<file path="src/rtl/rs_issue_queue.sv">
// ============================================================================
// Module   : rs_issue_queue (with package rs_issue_queue_pkg)
// Purpose  : Eight-entry reservation station with CDB wakeup and a registered
//            single-entry issue stage. Define RS_OLDEST_FIRST_EN for
//            oldest-ready selection through an age matrix.
// Revision : 1.0 - initial release
// ============================================================================
`default_nettype none

package rs_issue_queue_pkg;
    localparam int RS_XLEN  = 32;
    localparam int RS_TAG_W = 4;

    typedef struct packed {
        logic [RS_XLEN-1:0]  vj;
        logic [RS_XLEN-1:0]  vk;
        logic [RS_TAG_W-1:0] qj;
        logic [RS_TAG_W-1:0] qk;
        logic [RS_XLEN-1:0]  store_imm;
        logic [RS_TAG_W-1:0] rob_tag;
        logic [3:0]          alu_ctrl;
        logic [2:0]          fu_type;
        logic [2:0]          branch_type;
        logic                branch;
        logic                load;
        logic                store;
    } rs_scheduler_s;
endpackage

module rs_issue_queue
    import rs_issue_queue_pkg::*;
#(
    parameter int DEPTH = 8,
    parameter int TAG_W = 4,
    parameter int XLEN  = 32
) (
    input  logic                       clk_i,
    input  logic                       reset_i,
    input  logic                       alloc_valid_i,
    input  rs_scheduler_s              alloc_entry_i,
    output logic                       rs_full_o,
    output logic [$clog2(DEPTH):0]     count_o,
    input  logic                       cdb_valid_i,
    input  logic [TAG_W-1:0]           cdb_tag_i,
    input  logic [XLEN-1:0]            cdb_value_i,
    input  logic                       flush_i,
    output logic                       issue_valid_o,
    output rs_scheduler_s              issue_entry_o,
    input  logic                       issue_ready_i
);

    localparam int IDX_W = $clog2(DEPTH);
    localparam int CNT_W = IDX_W + 1;
    localparam logic [TAG_W-1:0] NO_TAG = '1;

    logic [DEPTH-1:0]  valid_q, valid_d;
    rs_scheduler_s     entry_q [DEPTH];
    rs_scheduler_s     entry_d [DEPTH];
    logic [CNT_W-1:0]  count_q, count_d;
    logic              full_q, full_d;
    logic              issue_valid_q, issue_valid_d;
    rs_scheduler_s     issue_entry_q, issue_entry_d;

    logic [DEPTH-1:0]  ready;
    logic              free_found;
    logic [IDX_W-1:0]  free_idx;
    logic              sel_found;
    logic [IDX_W-1:0]  sel_idx;
    logic              stage_load;
    logic              do_alloc;
    logic              do_sel;

    // Broadcasts on the sentinel tag never match, so ready operands are safe.
    function automatic rs_scheduler_s wake(input rs_scheduler_s e);
        rs_scheduler_s r;
        r = e;
        if (cdb_valid_i && (cdb_tag_i != NO_TAG)) begin
            if (e.qj == cdb_tag_i) begin
                r.vj = cdb_value_i;
                r.qj = NO_TAG;
            end
            if (e.qk == cdb_tag_i) begin
                r.vk = cdb_value_i;
                r.qk = NO_TAG;
            end
        end
        return r;
    endfunction

    generate
        for (genvar gi = 0; gi < DEPTH; gi++) begin : g_ready
            assign ready[gi] = valid_q[gi] && (entry_q[gi].qj == NO_TAG)
                                           && (entry_q[gi].qk == NO_TAG);
        end
    endgenerate

    always_comb begin
        free_found = 1'b0;
        free_idx   = '0;
        for (int i = DEPTH - 1; i >= 0; i--) begin
            if (!valid_q[i]) begin
                free_found = 1'b1;
                free_idx   = IDX_W'(i);
            end
        end
    end

`ifdef RS_OLDEST_FIRST_EN
    // age_q[i][j] set means entry j was allocated before entry i.
    logic [DEPTH-1:0] age_q [DEPTH];
    logic [DEPTH-1:0] age_d [DEPTH];
    logic [DEPTH-1:0] sel_mask;

    always_comb begin
        sel_found = 1'b0;
        sel_idx   = '0;
        for (int i = 0; i < DEPTH; i++) begin
            if (ready[i] && ((age_q[i] & ready) == '0)) begin
                sel_found = 1'b1;
                sel_idx   = IDX_W'(i);
            end
        end
    end

    always_comb begin
        sel_mask = '0;
        for (int i = 0; i < DEPTH; i++) begin
            age_d[i] = age_q[i];
        end
        if (do_sel) begin
            sel_mask[sel_idx] = 1'b1;
            for (int j = 0; j < DEPTH; j++) begin
                age_d[j][sel_idx] = 1'b0;
            end
            age_d[sel_idx] = '0;
        end
        if (do_alloc) begin
            for (int j = 0; j < DEPTH; j++) begin
                age_d[j][free_idx] = 1'b0;
            end
            age_d[free_idx] = valid_q & ~sel_mask;
        end
        if (flush_i) begin
            for (int i = 0; i < DEPTH; i++) begin
                age_d[i] = '0;
            end
        end
    end

    always_ff @(posedge clk_i or negedge reset_i) begin
        if (!reset_i) begin
            for (int i = 0; i < DEPTH; i++) begin
                age_q[i] <= '0;
            end
        end else begin
            for (int i = 0; i < DEPTH; i++) begin
                age_q[i] <= age_d[i];
            end
        end
    end
`else
    always_comb begin
        sel_found = 1'b0;
        sel_idx   = '0;
        for (int i = DEPTH - 1; i >= 0; i--) begin
            if (ready[i]) begin
                sel_found = 1'b1;
                sel_idx   = IDX_W'(i);
            end
        end
    end
`endif

    assign stage_load = !issue_valid_q || issue_ready_i;
    assign do_alloc   = alloc_valid_i && !full_q && !flush_i && free_found;
    assign do_sel     = stage_load && sel_found && !flush_i;

    always_comb begin
        valid_d       = valid_q;
        count_d       = count_q;
        issue_valid_d = issue_valid_q;
        issue_entry_d = issue_entry_q;
        for (int i = 0; i < DEPTH; i++) begin
            entry_d[i] = valid_q[i] ? wake(entry_q[i]) : entry_q[i];
        end

        if (do_sel) begin
            valid_d[sel_idx]      = 1'b0;
            issue_valid_d         = 1'b1;
            issue_entry_d         = entry_q[sel_idx];
            issue_entry_d.qj      = NO_TAG;
            issue_entry_d.qk      = NO_TAG;
        end else if (stage_load) begin
            issue_valid_d = 1'b0;
        end

        if (do_alloc) begin
            valid_d[free_idx] = 1'b1;
            entry_d[free_idx] = wake(alloc_entry_i);
        end

        count_d = count_q + CNT_W'(do_alloc) - CNT_W'(do_sel);

        if (flush_i) begin
            valid_d       = '0;
            issue_valid_d = 1'b0;
            count_d       = '0;
        end

        full_d = (count_d == CNT_W'(DEPTH));
    end

    always_ff @(posedge clk_i or negedge reset_i) begin
        if (!reset_i) begin
            valid_q       <= '0;
            count_q       <= '0;
            full_q        <= 1'b0;
            issue_valid_q <= 1'b0;
            issue_entry_q <= '0;
            for (int i = 0; i < DEPTH; i++) begin
                entry_q[i] <= '0;
            end
        end else begin
            valid_q       <= valid_d;
            count_q       <= count_d;
            full_q        <= full_d;
            issue_valid_q <= issue_valid_d;
            issue_entry_q <= issue_entry_d;
            for (int i = 0; i < DEPTH; i++) begin
                entry_q[i] <= entry_d[i];
            end
        end
    end

    assign rs_full_o     = full_q;
    assign count_o       = count_q;
    assign issue_valid_o = issue_valid_q;
    assign issue_entry_o = issue_entry_q;

endmodule

`default_nettype wire

</file>
<file path="config.mk">
export PLATFORM = sky130hd
export DESIGN_NAME = rs_issue_queue
export DESIGN_NICKNAME = d
export VERILOG_FILES = /design/src/rtl/rs_issue_queue.sv
export SDC_FILE = /design/constraint.sdc
export NUM_CORES = 2
export LEC_CHECK = 0
export BUFFER_PORTS_ARGS = -buffer_cell sky130_fd_sc_hd__clkbuf_2
export CAP_MARGIN = 20
export CORE_UTILIZATION = 30
export DETAILED_ROUTE_END_ITERATION = 7
export PLACE_DENSITY = 0.44
export SLEW_MARGIN = 15
export SYNTH_ARGS = -nofsm -noshare
export SYNTH_HDL_FRONTEND = slang
export SYNTH_SLANG_ARGS = --single-unit
</file>
<file path="constraint.sdc">
create_clock -name clk_i -period 3.8 [get_ports clk_i]
set_input_delay 0.57 -clock clk_i [delete_from_list [all_inputs] [get_ports clk_i]]
set_output_delay 0.57 -clock clk_i [all_outputs]
set_load 0.01 [all_outputs]
</file>
# == Word-level counts from Yosys, hierarchy flattened ==
# Cells that the tools add are included.
# classes
bitwise,5
addsub,2
n_reduce_logical,30
muxes,104
eq_ne,36
order_cmp,7
# ops
operator,count
121-bit 2-to-1 mux,11
968-bit bitwise mux,1
968-bit 2-to-1 mux,1
72-bit 2-to-1 mux,10
32-bit 2-to-1 mux,18
121-bit binary-select mux with 3-bit select,1
121-bit demux with 3-bit select,1
4-bit 2-to-1 mux,19
4-bit equality test,18
4-bit equality test (second input constant),17
3-bit 2-to-1 mux,16
1-bit logical AND,25
8-bit 2-to-1 mux,3
1-bit 2-to-1 mux,21
8-bit AND,1
4-bit greater-or-equal comparator (second input constant),2
3-bit by 4-bit < comparator with 1-bit output (second input constant),2
3-bit inverter with 4-bit output,2
8-bit inverter,1
8-bit OR,1
1-bit demux with 3-bit select,2
3-bit by 1-bit greater-or-equal comparator with 1-bit output (second input constant),2
4-bit by 1-bit adder with 4-bit output,1
4-bit by 1-bit < comparator with 1-bit output (second input constant),1
other kinds (5),7
# totals
reg_bits,1096
word_cells,295
output_inout_bits,127
inputBits,163

# == Longest topological paths before layout ==
# logic_depth
word_depth,21
mapped_depth,17

# == Worst setup path before layout ==
# Ideal clock, no wire load.
# synth_timing
path_type,register to register
start,register valid_q[2]
end,register full_q (netlist: rs_full_o)
setup_time_ps,105
period_less_slack_ps,3275
arrival_ps,3169
slack_ps,525
stages_incl_launch_ff,16
cell_sequence,dfrtp_1 -> buf_4 -> nand2_1 -> or4_1 -> buf_2 -> and2_1 -> buf_6 -> a311o_1 -> inv_2 -> buf_2 -> ha_1 -> inv_1 -> ha_1 -> fa_1 -> nor2b_1 -> nor4b_1
# synth_via
elab_chain_cells,10
# synth_lines
element,line,text
start: declaration,56,"logic [DEPTH-1:0] valid_q, valid_d;"
start signal: assignment,224,valid_q <= valid_d;
"parallel branches: the longest is 7 deep, another holds 4-bit by 1-bit adder with 4-bit output",--,
4-bit by 1-bit subtractor with 4-bit output *,202,count_d = count_q + CNT_W'(do_alloc) - CNT_W'(do_sel);
4-bit 2-to-1 mux *,204,if (flush_i) begin
named net count_d[1],59,"logic [CNT_W-1:0] count_q, count_d;"
4-bit equality test *,210,full_d = (count_d == CNT_W'(DEPTH));
named net full_d,60,"logic full_q, full_d;"
end signal: assignment,226,full_q <= full_d;
end: declaration,60,
# Mark *: on every way through the listed nets, which the timed path passes.
# A chain may end at the register's enable or synchronous reset.

# == Final worst setup path ==
# layout_timing
start,register entry_q[170] (netlist bit)
end,register issue_entry_q (netlist bit issue_entry_o[92])
# layout_via
elab_chain_cells,13
# layout_lines
element,line,text
start: declaration,57,rs_scheduler_s entry_q [DEPTH];
start signal: indexed assignment,230,entry_q[i] <= entry_d[i];
4-bit equality test *,93,&& (entry_q[gi].qk == NO_TAG);
1-bit logical AND *,93,
3-bit 2-to-1 mux (7 in series),166,if (ready[i]) begin
3-bit inverter with 4-bit output (implied by the code),190,issue_entry_d = entry_q[sel_idx];
121-bit binary-select mux with 3-bit select,190,
121-bit 2-to-1 mux (implied by the code) (2 in series),190,
end signal: assignment,228,issue_entry_q <= issue_entry_d;
end: declaration,62,"rs_scheduler_s issue_entry_q, issue_entry_d;"
# Mark *: on every way between the ends. The rest lies on a longest branch, timed or not. The select of a mux whose other input is x is not followed.

==> metrics.txt <==
# TYPE chip_impl_metric gauge
chip_impl_info{name="run_status",value="finished with violations"} 1
chip_impl_info{name="failed_checks",value="design-rule violations"} 1
chip_impl_metric{name="min_period_over_period",unit="%"} 89.8
chip_impl_metric{name="post_cts.repair.setup_buffers",unit=""} 0
chip_impl_metric{name="r2r_setup_slack",unit="ns"} 0.39
chip_impl_metric{name="timing.hold.worst_path_depth",unit=""} 3
chip_impl_metric{name="intPower",unit="µW"} 23600
chip_impl_metric{name="drive_above_1_share",unit="%"} 18.3
chip_impl_metric{name="leakage_power",unit="µW"} 0.0288
chip_impl_metric{name="finalHoldViolations",unit=""} 0
chip_impl_info{name="grt_setup_unrepaired",value="no"} 1
chip_impl_metric{name="wl_per_cell",unit="µm"} 27.9
chip_impl_metric{name="max_fanout_on_critical_path",unit=""} 61
chip_impl_info{name="crit_slowest_cell",value="buf_4"} 1
chip_impl_metric{name="clkPwrFrac",unit="%"} 39.5
chip_impl_metric{name="synth.net_count",unit=""} 5529
chip_impl_metric{name="netlist-cell-type-count",unit=""} 61
chip_impl_metric{name="die_width",unit="µm"} 414
chip_impl_metric{name="number_of_antenna_violations_at_the_first_check_in_global_routing",unit=""} 24
chip_impl_info{name="most_area_consuming_cells_after_synthesis",value="dfrtp_1 (54%), nor2_1 (7.0%), nand2_1 (5.8%), o22ai_1 (5.5%), mux2_2 (4.3%)"} 1
chip_impl_metric{name="ant_nets",unit=""} 0
chip_impl_metric{name="fmax",unit="MHz"} 293
chip_impl_metric{name="first_pass_drt_iterations",unit=""} 8
chip_impl_metric{name="report.final.setup_viol",unit=""} 0
chip_impl_info{name="timing.critical_path.from_type",value="register"} 1
chip_impl_metric{name="grt_util_met2",unit="%"} 40.2
chip_impl_metric{name="layout.core_utilization",unit="%"} 35.7
chip_impl_metric{name="rows",unit=""} 150
chip_impl_info{name="timing_worst_setup_path_type",value="register to register"} 1
chip_impl_info{name="tritoncts",value="yes"} 1
chip_impl_metric{name="core-area",unit="µm²"} 168000
chip_impl_metric{name="timing.critical_path.slowest_cell_delay",unit="ns"} 0.78
chip_impl_metric{name="wire_length_of_the_first_global_routing_pass",unit="µm"} 316000
chip_impl_metric{name="floorplan.io_pins",unit=""} 290
chip_impl_metric{name="detailedRoute.firstIterationViolations",unit=""} 4678
chip_impl_metric{name="fin_setup_tns",unit="ns"} 0
chip_impl_metric{name="htreeDepth",unit=""} 4
chip_impl_metric{name="cts_sinks",unit=""} 1096
chip_impl_metric{name="post_synthesis_register_bit_count",unit=""} 1096
chip_impl_metric{name="power.combinational.fraction",unit="%"} 15.4
chip_impl_info{name="crit-reg2reg-launch",value="entry_q[170]$_DFF_PN0_"} 1
chip_impl_metric{name="fillers",unit=""} 17100
chip_impl_metric{name="report.final.slew_viol_count",unit=""} 0
chip_impl_metric{name="synth-async-reset-ratio",unit="%"} 100
chip_impl_info{name="min-delay-path-class",value="primary input to register"} 1
chip_impl_info{name="yosys.cell_count.top_type",value="dfrtp_1"} 1
chip_impl_info{name="critical-path-top-delay-family",value="buffers and inverters"} 1
chip_impl_metric{name="gr-usage-met3",unit="%"} 4.66
chip_impl_metric{name="drt_drc_violations_left",unit=""} 14
chip_impl_info{name="cp-end-kind",value="register"} 1
chip_impl_info{name="biggest_area_consumer_among_synthesized_cells",value="dfrtp_1"} 1
chip_impl_metric{name="clock_latency",unit="ns"} 0.79
chip_impl_metric{name="num-nets-final",unit=""} 5595
chip_impl_metric{name="gr-total-overflow",unit=""} 0
chip_impl_metric{name="globalplace.congestion",unit=""} 0.823
chip_impl_metric{name="skew",unit="ns"} 0.0246
chip_impl_metric{name="total_cts_buffers",unit=""} 134
chip_impl_metric{name="routed_wirelength",unit="µm"} 216000
chip_impl_metric{name="initial_core_util",unit="%"} 30.3
chip_impl_info{name="hold_path.startpoint",value="alloc_entry_i[33]"} 1
chip_impl_metric{name="route.detailed.vias_per_inst",unit=""} 5.69
chip_impl_metric{name="yosys_warnings",unit=""} 0
chip_impl_metric{name="grt_pass1_vias",unit=""} 43600
chip_impl_metric{name="powerDensity",unit="nW/µm²"} 557
chip_impl_info{name="grt_busiest_layer",value="met2"} 1
chip_impl_metric{name="finalCriticalPeriod",unit="ns"} 3.41
chip_impl_metric{name="place_hpwl",unit="µm"} 126000
chip_impl_metric{name="relSlewSlack",unit="%"} 21.0
chip_impl_metric{name="grt_start_max_net_pins",unit=""} 130
chip_impl_metric{name="floorplan.die_area",unit="µm²"} 171000
chip_impl_metric{name="cap_viol_max_count",unit=""} 0
chip_impl_metric{name="arrival",unit="ns"} 4.09
chip_impl_metric{name="cts-root-to-sink-buffers",unit=""} 3
chip_impl_metric{name="synth_area_per_cell",unit="µm²"} 9.48
chip_impl_metric{name="worstPathRequired",unit="ns"} 4.48
chip_impl_metric{name="route.vias.total",unit=""} 44000
chip_impl_metric{name="p_switching",unit="µW"} 9770
chip_impl_info{name="hold_end",value="entry_q[396]$_DFFE_PN0P_"} 1
chip_impl_info{name="endpoint_of_the_lowest_slack_register_to_register_path",value="issue_entry_o[92]$_DFFE_PN0N_"} 1
chip_impl_metric{name="worst_setup_hold_path_clk_slew",unit="ns"} 0.06
chip_impl_info{name="yosys-top-cells-count",value="dfrtp_1 (1096), nor2_1 (954), nand2_1 (781), o22ai_1 (448), clkbuf_1 (323)"} 1
chip_impl_metric{name="reg2regPathDepth",unit=""} 10
chip_impl_info{name="cts_root_buf",value="clkbuf_16"} 1
chip_impl_metric{name="synthesized_cell_area",unit="µm²"} 50800
chip_impl_metric{name="grt_util_all_layers",unit="%"} 25.0
chip_impl_info{name="postSynth.topFlopCell",value="dfrtp_1"} 1
chip_impl_metric{name="synth-edff-count",unit=""} 0
chip_impl_metric{name="portBuffers",unit=""} 289
chip_impl_metric{name="area_growth",unit="%"} 17.8
chip_impl_metric{name="synthesis.instances",unit=""} 5361
chip_impl_info{name="critical_path.most_common_cell",value="buf_4"} 1
chip_impl_metric{name="synth_top_area_share",unit="%"} 53.9
chip_impl_metric{name="synth-seq-area-share",unit="%"} 53.9
chip_impl_metric{name="dpl_cell_area",unit="µm²"} 55400
chip_impl_metric{name="worst_tran_pin_value",unit="ns"} 1.18
chip_impl_metric{name="finish.instance_area",unit="µm²"} 59900
chip_impl_metric{name="irDropWorstVdd",unit="mV"} 0.478
chip_impl_metric{name="die_height",unit="µm"} 414
chip_impl_info{name="crit_path_cell_trace",value="nand4_1, or3_1, nor4b_1, buf_4, a311o_2, buf_4, buf_4, buf_4, a21oi_1, a22o_1"} 1
chip_impl_metric{name="use_met1",unit="%"} 33.3
chip_impl_metric{name="p_sw_share",unit="%"} 29.3
chip_impl_metric{name="critPathBufInv",unit=""} 4
chip_impl_metric{name="pwr-share-seq",unit="%"} 45.1
[area by class of cell]
| type | count | area [µm²] | area share [%] |
|---|---|---|---|
| multi-input cells | 3690 | 21400 | 35.8 |
| clock buffers | 208 | 4040 | 6.75 |
| inverters | 9 | 33.8 | 0.0564 |
| well taps | 2204 | 2760 | 4.60 |
| flip-flops and latches | 1096 | 27400 | 45.8 |
| diodes | 8 | 20.0 | 0.0334 |
| clock inverters | 32 | 413 | 0.689 |
| repair buffers | 496 | 3780 | 6.30 |
[cells in the final DEF, fill, tap and decap left out, drive strengths merged, types with 45 or more instances in the layout]
cell and instances:
buf 207, a31o 45, nor3 51, nand2 781
a21oi 154, a22o 100, a22oi 125, clkbuf 496
o22ai 448, a31oi 88, o22a 64, nand3 73
nor2 955, a222oi 131, a21boi 49, o21ai 111
o21a 66, mux2 196, xor2 69, dfrtp 1096
[worst max-delay path by stage]
stage | startpoint | end | slack (ns) | depth (start not counted)
2_1_floorplan | valid_q[2]$_DFF_PN0_ | rs_full_o$_DFF_PN0_ | 0.53 | 15
3_3_place_gp | entry_q[51]$_DFF_PN0_ | issue_entry_o[58]$_DFFE_PN0N_ | 0.45 | 9
3_5_place_dp | entry_q[51]$_DFF_PN0_ | rs_full_o$_DFF_PN0_ | 0.42 | 13
4_1_cts | entry_q[51]$_DFF_PN0_ | rs_full_o$_DFF_PN0_ | 0.42 | 13
5_1_grt | entry_q[51]$_DFF_PN0_ | rs_full_o$_DFF_PN0_ | 0.16 | 14
6_report | entry_q[170]$_DFF_PN0_ | issue_entry_o[92]$_DFFE_PN0N_ | 0.39 | 10
[metrics by stage]
step / setup WS (ns) / power, µW / std cells / hold slack, ns
global placement: 0.454 / 20300 / 7494 / 0.457
CTS: 0.419 / 33700 / 7735 / 0.0328
floorplan: 0.525 / 17900 / 5361 / 0.274
global route: 0.158 / 34900 / 7740 / 0.0712
finish: 0.387 / 33400 / 7743 / 0.0813
detailed placement: 0.417 / 20400 / 7494 / 0.462
[layer usage]
| metal | vias to the layer above | share of wire [%] |
|---|---|---|
| met5 | - | 0.065 |
| met4 | 22 | 3.2 |
| met3 | 398 | 7.0 |
| met2 | 1792 | 47 |
| met1 | 22500 | 43 |
| li1 | 19300 | - |
[worst min-delay path, stage by stage]
cell	delay (ns)
clkbuf_2	0.14
nand2_1	0.08
nand2_1	0.04
[power by group through the flow]
stage,Combinational (µW),Sequential [µW],Clock [µW]
6_report,5140,15100,13200
5_1_grt,5740,15300,13900
4_1_cts,5190,15100,13500
3_5_place_dp,5180,15200,0
3_3_place_gp,5090,15300,0
2_1_floorplan,3000,14900,0
[cells by family after synthesis]
| group | Yosys count | synth area share (%) |
|---|---|---|
| buffers and inverters | 575 | 4.67 |
| muxes | 196 | 4.34 |
| xor gates and xnor gates | 75 | 1.29 |
| and+or+nand+nor | 1943 | 15.1 |
| DFF | 1096 | 53.9 |
| adders and majority gates | 5 | 0.138 |
| AOI/OAI and AO/OA | 1471 | 20.5 |
[repair_timing]
item / 4_1_cts / 5_1_grt
gates resized for setup: 0 / 0
hold endpoints to repair: 34 / 0
hold buffers: 1 / 0
[state kept, by name (all words and copies together), names as in the netlist]
name	count
valid_q	8
count_o	4
issue_valid_o	1
issue_entry_o	114
rs_full_o	1
entry_q	968
(Power assumes the default switching activity.)
